$ cat src/rtl/io_in_filter.sv
// Pad input conditioning: two-flop synchronizer followed by a consecutive-sample glitch filter.
// Define IO_IN_FILTER_EDGE_EN to build the registered RISE/FALL pulse outputs; otherwise they are tied to 0.
module io_in_filter #(
    parameter int FILT_W   = 3,
    parameter int FILT_LEN = 4
) (
    input  logic IQC,
    input  logic QRT,
    input  logic IE,
    input  logic PAD_inp,
    output logic OQI_out,
    output logic RISE,
    output logic FALL
);

    localparam logic [FILT_W-1:0] CNT_LAST = FILT_W'(FILT_LEN - 1);

    typedef enum logic {
        STABLE  = 1'b0,
        QUALIFY = 1'b1
    } state_t;

    logic              s1_q, s2_q;
    logic [FILT_W-1:0] cnt_q, cnt_d;
    logic              out_q, out_d;
    logic              upd;
    state_t            state;

    // Only s1 may resolve from metastability; the filter sees s2 alone.
    always_ff @(posedge IQC) begin
        if (QRT) begin
            s1_q <= 1'b0;
            s2_q <= 1'b0;
        end else begin
            s1_q <= PAD_inp;
            s2_q <= s1_q;
        end
    end

    // The qualification count doubles as the state encoding.
    assign state = (cnt_q == '0) ? STABLE : QUALIFY;

    always_comb begin
        cnt_d = '0;
        upd   = 1'b0;
        if (IE && (s2_q != out_q)) begin
            unique case (state)
                STABLE: begin
                    if (CNT_LAST == '0) upd   = 1'b1;
                    else                cnt_d = FILT_W'(1);
                end
                QUALIFY: begin
                    if (cnt_q == CNT_LAST) upd   = 1'b1;
                    else                   cnt_d = cnt_q + FILT_W'(1);
                end
                default: cnt_d = '0;
            endcase
        end
        out_d = upd ? s2_q : out_q;
    end

    always_ff @(posedge IQC) begin
        if (QRT) begin
            cnt_q <= '0;
            out_q <= 1'b0;
        end else begin
            cnt_q <= cnt_d;
            out_q <= out_d;
        end
    end

    assign OQI_out = out_q;

`ifdef IO_IN_FILTER_EDGE_EN
    logic rise_q, fall_q;

    always_ff @(posedge IQC) begin
        if (QRT) begin
            rise_q <= 1'b0;
            fall_q <= 1'b0;
        end else begin
            rise_q <= upd & out_d;
            fall_q <= upd & ~out_d;
        end
    end

    assign RISE = rise_q;
    assign FALL = fall_q;
`else
    assign RISE = 1'b0;
    assign FALL = 1'b0;
`endif

endmodule
$ cat config.mk
export PLATFORM = sky130hd
export DESIGN_NAME = io_in_filter
export DESIGN_NICKNAME = d
export VERILOG_FILES = /design/src/rtl/io_in_filter.sv
export SDC_FILE = /design/constraint.sdc
export NUM_CORES = 1
export LEC_CHECK = 0
export ABC_AREA = 1
export BUFFER_PORTS_ARGS = -buffer_cell sky130_fd_sc_hd__buf_2
export CELL_PAD_IN_SITES_DETAIL_PLACEMENT = 0
export CELL_PAD_IN_SITES_GLOBAL_PLACEMENT = 1
export CORE_AREA = 3 3 40 42
export CTS_BUF_LIST = sky130_fd_sc_hd__clkbuf_16
export CTS_CLUSTER_SIZE = 20
export DETAILED_ROUTE_END_ITERATION = 6
export DIE_AREA = 0 0 43 45
export PLACE_DENSITY = 0.57
export SLEW_MARGIN = 40
export SYNTH_ARGS = -nofsm -noshare
export SYNTH_HDL_FRONTEND = slang
export SYNTH_SLANG_ARGS = --single-unit
$ cat constraint.sdc
create_clock -name IQC -period 1.5 [get_ports IQC]
set_clock_uncertainty 0.1 [all_clocks]
set_input_delay 0.225 -clock IQC [delete_from_list [all_inputs] [get_ports IQC]]
set_output_delay 0.225 -clock IQC [all_outputs]
set_load 0.01 [all_outputs]
==> flow_summary.ini, run 1 <==
[layout]
final_common_cell = inv_1
nets = 56
post-route-cell-area_um2 = 407.9
most-common-layout-cells = inv_1, dfxtp_1, nand2_1
syn_to_final_growth_pct = 33.61
final_core_util_pct = 31.74
drive_above_1_share_pct = 25.53
num_antenna_cells = 0
num-fill-cells = 141

[clocking]
path_clk_slew_ns = 0.03
htree_levels = 1
holdBufCountCts = 0
clockRootBuffer = clkbuf_16
cts_tree = yes
postCtsSetupRepairBufs = 0
cts-resized-gates = 0
cts_buffers = 3
numClockSinks = 6
clk_latency_ns = 0.23
clock_path_buffers = 2

[yosys]
syn-mean-instance-area_um2 = 7.446
syn-cell-area_um2 = 305.3
synth_warnings = 0
yosys_register_bits = 6
netlist_instances = 41
synth_seq_area_share_pct = 39.34
synth_cell_types = 14

[place]
placed_area_um2 = 332.8
dp_slack_ns = 0.3127
dpl.hpwl_um = 404.7
port_buffers = 4
gp_congestion = 0.7174

[die]
fp.dieW_um = 43
rows = 13
core_um2 = 1285
start_util_pct = 23.76
die-area_um2 = 1935
io-pin-count = 7
die_h_um = 45

[pwr]
p_per_area_nw_per_um2 = 1499
p_leak_uw = 0.0002049
peakVddDrop_v = 0.0005253
power.total_uw = 611.5

[sta]
hold_viol_final = 0
setup_slack_ns = 0.3087
final_max_slew_viol_count = 0
rsz0062_at_grt = false
fin_setup_tns_ns = 0
max_freq_mhz = 839.4
finalCriticalPeriod_ns = 1.191
finalSetupViolCount = 0
period_share_pct = 79.42

[worst_setup_path]
worstPathMaxFanout = 2
start_kind = flop
crit_type = flop to flop
required_ns = 1.54
critPathCaptureType = flop
cp_data_arrival_time_ns = 1.23

[worst_hold_path]
hold_class = input pin to flop

[detailed_routing]
first_iter_violations = 3
routed_wl_um = 488
vias_per_cell = 3.629
vias = 225
firstDrtPassIters = 2
drtAntennaViolNets = 0
drc = 0
routedWlPerCell_um = 7.871

[outcome]
status = finished clean

[global_route]
grt_pass1_vias = 209
grt_remaining_overflow = 0
antenna_found_initial = 0
grt_start_max_net_pins = 5
track_usage_pct = 6.678
grt_pass1_wl_um = 862

[job]
max-cap-violations = 0
flip-flops by register name, indices dropped and copies added (netlist names):
register and count:
OQI_out 1, cnt_q 3, s1_q 1, s2_q 1
synth_stat cells:
library cell | number | area [um^2]
nor3_1 | 2 | 10.01
nand2_1 | 5 | 18.77
a21oi_1 | 2 | 10.01
buf_4 | 2 | 15.01
nand3_2 | 1 | 10.01
nand2_2 | 2 | 12.51
nor2_2 | 1 | 6.260
nor2_1 | 3 | 11.26
ha_1 | 3 | 37.54
inv_1 | 11 | 41.29
nand3_1 | 1 | 5.000
dfxtp_1 | 6 | 120.1
conb_1 | 1 | 3.750
inv_2 | 1 | 3.750
area by class of cell:
cell class / instances / area (um^2) / area share (%)
clock buffer: 3 / 75.07 / 18.40
inverter: 12 / 45.04 / 11.04
multi-input combinational: 22 / 128.9 / 31.60
sequential: 6 / 120.1 / 29.45
tap: 15 / 18.77 / 4.601
timing repair buffer: 4 / 20.02 / 4.908
per-layer routing:
layer / track usage [%] / part of all wire, % / up-vias
li1: - / - / 126
met1: 8.010 / 51 / 93
met2: 7.784 / 40 / 6
met3: 4.781 / 8.6 / 0
met4: 5.422 / 0 / 0
met5: 0 / 0 / -
stage by stage:
step	hold WS [ns]	std cells
6_report	0.1091	62
5_1_grt	0.1138	62
4_1_cts	0.1048	62
3_5_place_dp	0.3008	59
3_3_place_gp	0.2963	59
2_1_floorplan	0.1962	42
report_power, final:
part	switching, uW	internal [uW]
logic	11.0	6.70
clock network	87.4	342
registers	0.949	164
total	99.3	512
kinds of logic after synthesis:
kind of cell               Yosys count  share of synthesized area (%)
AOI/OAI and AO/OA                    2                          3.279
adders and majority gates            3                          12.30
buffers and inverters               14                          19.67
DFF                                  6                          39.35
other                                1                          1.228
and+or+nand+nor                     15                          24.18
final timing paths:
kind | from | end | slack (ns) | depth (start not counted)
worst max-delay path | cnt_q[0] | cnt_q[2] | 0.31 | 5
worst min-delay path | PAD_inp | s1_q | 0.11 | 3
worst max register to register | cnt_q[0] | cnt_q[2] | 0.31 | 5
worst min register to register | s1_q | s2_q | 0.30 | 2
worst max-delay path, cell delays in order (launching register included):
cell,delay [ns]
dfxtp_1,0.30
ha_1,0.20
ha_1,0.20
inv_1,0.07
nand2_1,0.06
nor3_1,0.17
Power figures use the tool's default switching activity.
==> run 2: changes to the inputs <==
Settings changed: PLACE_DENSITY 0.57 to 0.59.
Clock period 1.5 ns to 0.97 ns, I/O delays scaled along.
==> flow_summary.ini, run 2 (same netlist as run 1, synthesis figures left out) <==
[layout]
drive_above_1_share_pct = 56.25
nets = 57
regMostFlops = cnt_q
largest_register_ffs = 3
syn_to_final_growth_pct = 58.20
num-fill-cells = 133
post-route-cell-area_um2 = 483.0
num_antenna_cells = 0
final_common_cell = inv_1
most-common-layout-cells = inv_1, dfxtp_1, buf_2

[global_route]
grt_pass1_wl_um = 903
antenna_found_initial = 0
grt_start_max_net_pins = 5
grt_pass1_vias = 236
track_usage_pct = 6.911
grt_remaining_overflow = 0

[clocking]
cts_buffers = 3
clk_latency_ns = 0.22
numClockSinks = 6
holdBufCountCts = 0
clock_path_buffers = 2
path_clk_slew_ns = 0.03
htree_levels = 1
clockRootBuffer = clkbuf_16
cts_tree = yes
postCtsSetupRepairBufs = 0

[place]
port_buffers = 4
gp_congestion = 0.6325
placed_area_um2 = 367.9
dpl.hpwl_um = 380.6
dp_slack_ns = -0.1681

[die]
die_h_um = 45
die-area_um2 = 1935
core_um2 = 1285
io-pin-count = 7
fp.dieW_um = 43
rows = 13
start_util_pct = 23.76

[worst_setup_path]
crit_type = flop to flop
rrSetupSlack_ns = -0.12
start_kind = flop
worstPathMaxFanout = 2
cp_data_arrival_time_ns = 1.14
required_ns = 1.02
critPathCaptureType = flop

[detailed_routing]
vias = 245
drc = 0
drtAntennaViolNets = 0
routedWlPerCell_um = 8.476
routed_wl_um = 534
first_iter_violations = 0
firstDrtPassIters = 1
vias_per_cell = 3.889

[pwr]
p_leak_uw = 0.0002088
p_per_area_nw_per_um2 = 1944
power.total_uw = 939.0
peakVddDrop_v = 0.001057

[sta]
max_freq_mhz = 913.4
final_max_slew_viol_count = 0
finalSetupViolCount = 5
hold_viol_final = 0
period_share_pct = 112.9
finalCriticalPeriod_ns = 1.095
setup_slack_ns = -0.1248
rsz0062_at_grt = true

[outcome]
status = complete, but fails checks
failed_checks = negative setup slack

[worst_hold_path]
hold_class = input pin to flop

[job]
max-cap-violations = 0
run 2: cell types whose count changed in the layout (fill, tap and decap cells not counted), sizes merged:
cell / delta
buf: +1
run 2: area by class of cell:
cell class | count | area (um^2) | area share (%)
multi-input combinational | 22 | 193.9 | 40.16
sequential | 6 | 122.6 | 25.39
clock buffer | 3 | 75.07 | 15.54
inverter | 12 | 45.04 | 9.326
timing repair buffer | 5 | 27.53 | 5.699
tap | 15 | 18.77 | 3.886
run 2: repair_timing:
item,CTS,global route
hold endpoints to repair,0,0
pin swaps,8,3
endpoints found under the setup margin,5,5
gates resized for setup,10,2
run 2: power breakdown:
| part | switching (uW) | total, uW | internal (uW) | leakage [uW] |
|---|---|---|---|---|
| Sequential | 1.89 | 255 | 253 | 0.0000498 |
| Combinational | 19.3 | 31.2 | 11.9 | 0.000122 |
| Clock | 125 | 653 | 528 | 0.0000370 |
| Total | 146 | 939 | 793 | 0.000209 |
run 2: worst paths after layout:
check	cells past startpoint	end	startpoint
worst max register to register	5	cnt_q[1]	cnt_q[0]
worst min-delay path	3	s1_q	PAD_inp
worst max-delay path	5	cnt_q[1]	cnt_q[0]
worst min register to register	2	s2_q	s1_q
run 2: critical path, stage by stage (launching register included):
cell and delay [ns]:
dfxtp_2 0.33, ha_4 0.16, ha_4 0.16, inv_2 0.07, nand2_4 0.05, nor3_2 0.16
run 2: stage by stage:
step	hold slack [ns]	cells	TNS, ns	util [%]
after global placement	0.2634	60	-0.5539	28.63
after detailed placement	0.2583	60	-0.5509	28.63
after CTS	0.02653	63	-0.5009	36.81
after global routing	0.04491	63	-0.7064	37.59
final	0.02368	63	-0.4752	37.59
after floorplan	0.1167	42	-0.2809	-
run 2: metal layers:
layer	track usage, %	routed length, um	vias up	part of all wire (%)
li1	-	-	130	-
met1	7.229	234	108	44
met2	9.281	264	5	49
met3	2.789	27	2	5.1
met4	9.036	8	0	1.5
met5	0	0	-	0
==> run 3: changes to the inputs <==
Settings changed: CTS_BUF_LIST sky130_fd_sc_hd__clkbuf_16 to sky130_fd_sc_hd__clkbuf_8 sky130_fd_sc_hd__clkbuf_16.
==> flow_summary.ini, run 3 (same netlist as run 1, synthesis figures left out) <==
[detailed_routing]
vias_per_cell = 4.000
routedWlPerCell_um = 9.730
firstDrtPassIters = 4
first_iter_violations = 1
vias = 252
routed_wl_um = 613
drtAntennaViolNets = 0
drc = 0

[die]
core_um2 = 1285
io-pin-count = 7
start_util_pct = 23.76
rows = 13
fp.dieW_um = 43
die-area_um2 = 1935
die_h_um = 45

[worst_setup_path]
crit_type = flop to flop
required_ns = 0.98
rrSetupSlack_ns = -0.15
worstPathMaxFanout = 2
start_kind = flop
cp_data_arrival_time_ns = 1.14
critPathCaptureType = flop

[sta]
final_max_slew_viol_count = 0
finalSetupViolCount = 5
setup_slack_ns = -0.1527
finalCriticalPeriod_ns = 1.123
max_freq_mhz = 890.7
hold_viol_final = 0
period_share_pct = 115.7
rsz0062_at_grt = true

[worst_hold_path]
hold_class = input pin to flop

[place]
port_buffers = 4
dpl.cell_count = 60
gp_congestion = 0.6325
dpl.hpwl_um = 380.6

[layout]
regMostFlops = cnt_q
layoutNonFillerInstCount = 63
final_common_cell = inv_1
num-fill-cells = 145
syn_to_final_growth_pct = 48.77
final_core_util_pct = 35.35
num_antenna_cells = 0
most-common-layout-cells = inv_1, dfxtp_1, buf_2
largest_register_ffs = 3
nets = 57
drive_above_1_share_pct = 56.25

[job]
max-cap-violations = 0

[pwr]
p_seq_share_pct = 38.9
switching_share_pct = 18.79
p_leak_uw = 0.0001948
p_clk_share_pct = 56.1
p_switching_uw = 123.0
p_comb_share_pct = 4.9
internal-power_uw = 531.6
p_per_area_nw_per_um2 = 1441
peakVddDrop_v = 0.0006989

[global_route]
grt_pass1_wl_um = 897
grt_pass1_vias = 234
antenna_found_initial = 0
track_usage_pct = 7.244
grt_start_max_net_pins = 5
grt_remaining_overflow = 0

[clocking]
postCtsSetupRepairBufs = 0
clockRootBuffer = clkbuf_8
clk_latency_ns = 0.22
cts_tree = yes
numClockSinks = 6
path_clk_slew_ns = 0.03
htree_levels = 1
cts_buffers = 3
clock_path_buffers = 2

[outcome]
failed_checks = negative setup slack
status = complete, but fails checks
-- run 3: repair_timing --
item / 4_1_cts / 5_1_grt
cloned: 0 / 0
setup endpoints to repair: 5 / 5
hold buffers: 0 / 0
pin swaps: 8 / 6
gates resized for setup: 10 / 2
-- run 3: cell type report --
type / instances / area [um^2] / share of cell area (%)
Multi-Input combinational cell: 22 / 198.9 / 43.80
Sequential cell: 6 / 122.6 / 27.00
Inverter: 12 / 45.04 / 9.917
Tap cell: 15 / 18.77 / 4.132
Clock buffer: 3 / 41.29 / 9.091
Timing Repair Buffer: 5 / 27.53 / 6.061
-- run 3: through the flow --
stage	hold WS (ns)	power [uW]	TNS (ns)	setup WS (ns)	cell area, um^2
2_1_floorplan	0.1167	281.0	-0.2809	-0.1052	336.6
3_3_place_gp	0.2634	286.3	-0.5539	-0.1578	367.9
3_5_place_dp	0.2583	286.2	-0.5509	-0.1681	367.9
4_1_cts	0.02640	670.7	-0.4899	-0.1376	439.2
5_1_grt	0.04101	698.1	-0.7893	-0.1962	454.2
6_report	0.02695	654.6	-0.5172	-0.1527	454.2
-- run 3: path summary, 6_finish.rpt --
kind / startpoint / cells past startpoint / endpoint
min: PAD_inp / 3 / s1_q
max: cnt_q[0] / 6 / OQI_out
max reg2reg: cnt_q[0] / 6 / OQI_out
min reg2reg: s1_q / 2 / s2_q
-- run 3: layer usage --
metal / up-vias / routed length [um] / GRT usage [%]
li1: 128 / - / -
met1: 109 / 211 / 6.506
met2: 10 / 326 / 9.581
met3: 5 / 39 / 2.789
met4: 0 / 36 / 12.65
met5: - / 0 / 0
-- run 3: power groups by stage --
stage	Combinational (uW)	Sequential (uW)	Clock, uW
final	32.2	255	367
after global routing	37.7	255	406
after CTS	30.3	255	385
after detailed placement	27.7	259	0
after global placement	27.9	258	0
after floorplan	22.9	258	0
-- run 3: worst max-delay path, stage by stage, from the launching register on --
cell	delay, ns
dfxtp_2	0.33
ha_4	0.16
ha_4	0.16
nand2_2	0.05
inv_2	0.04
a21oi_2	0.12
nor2_1	0.05
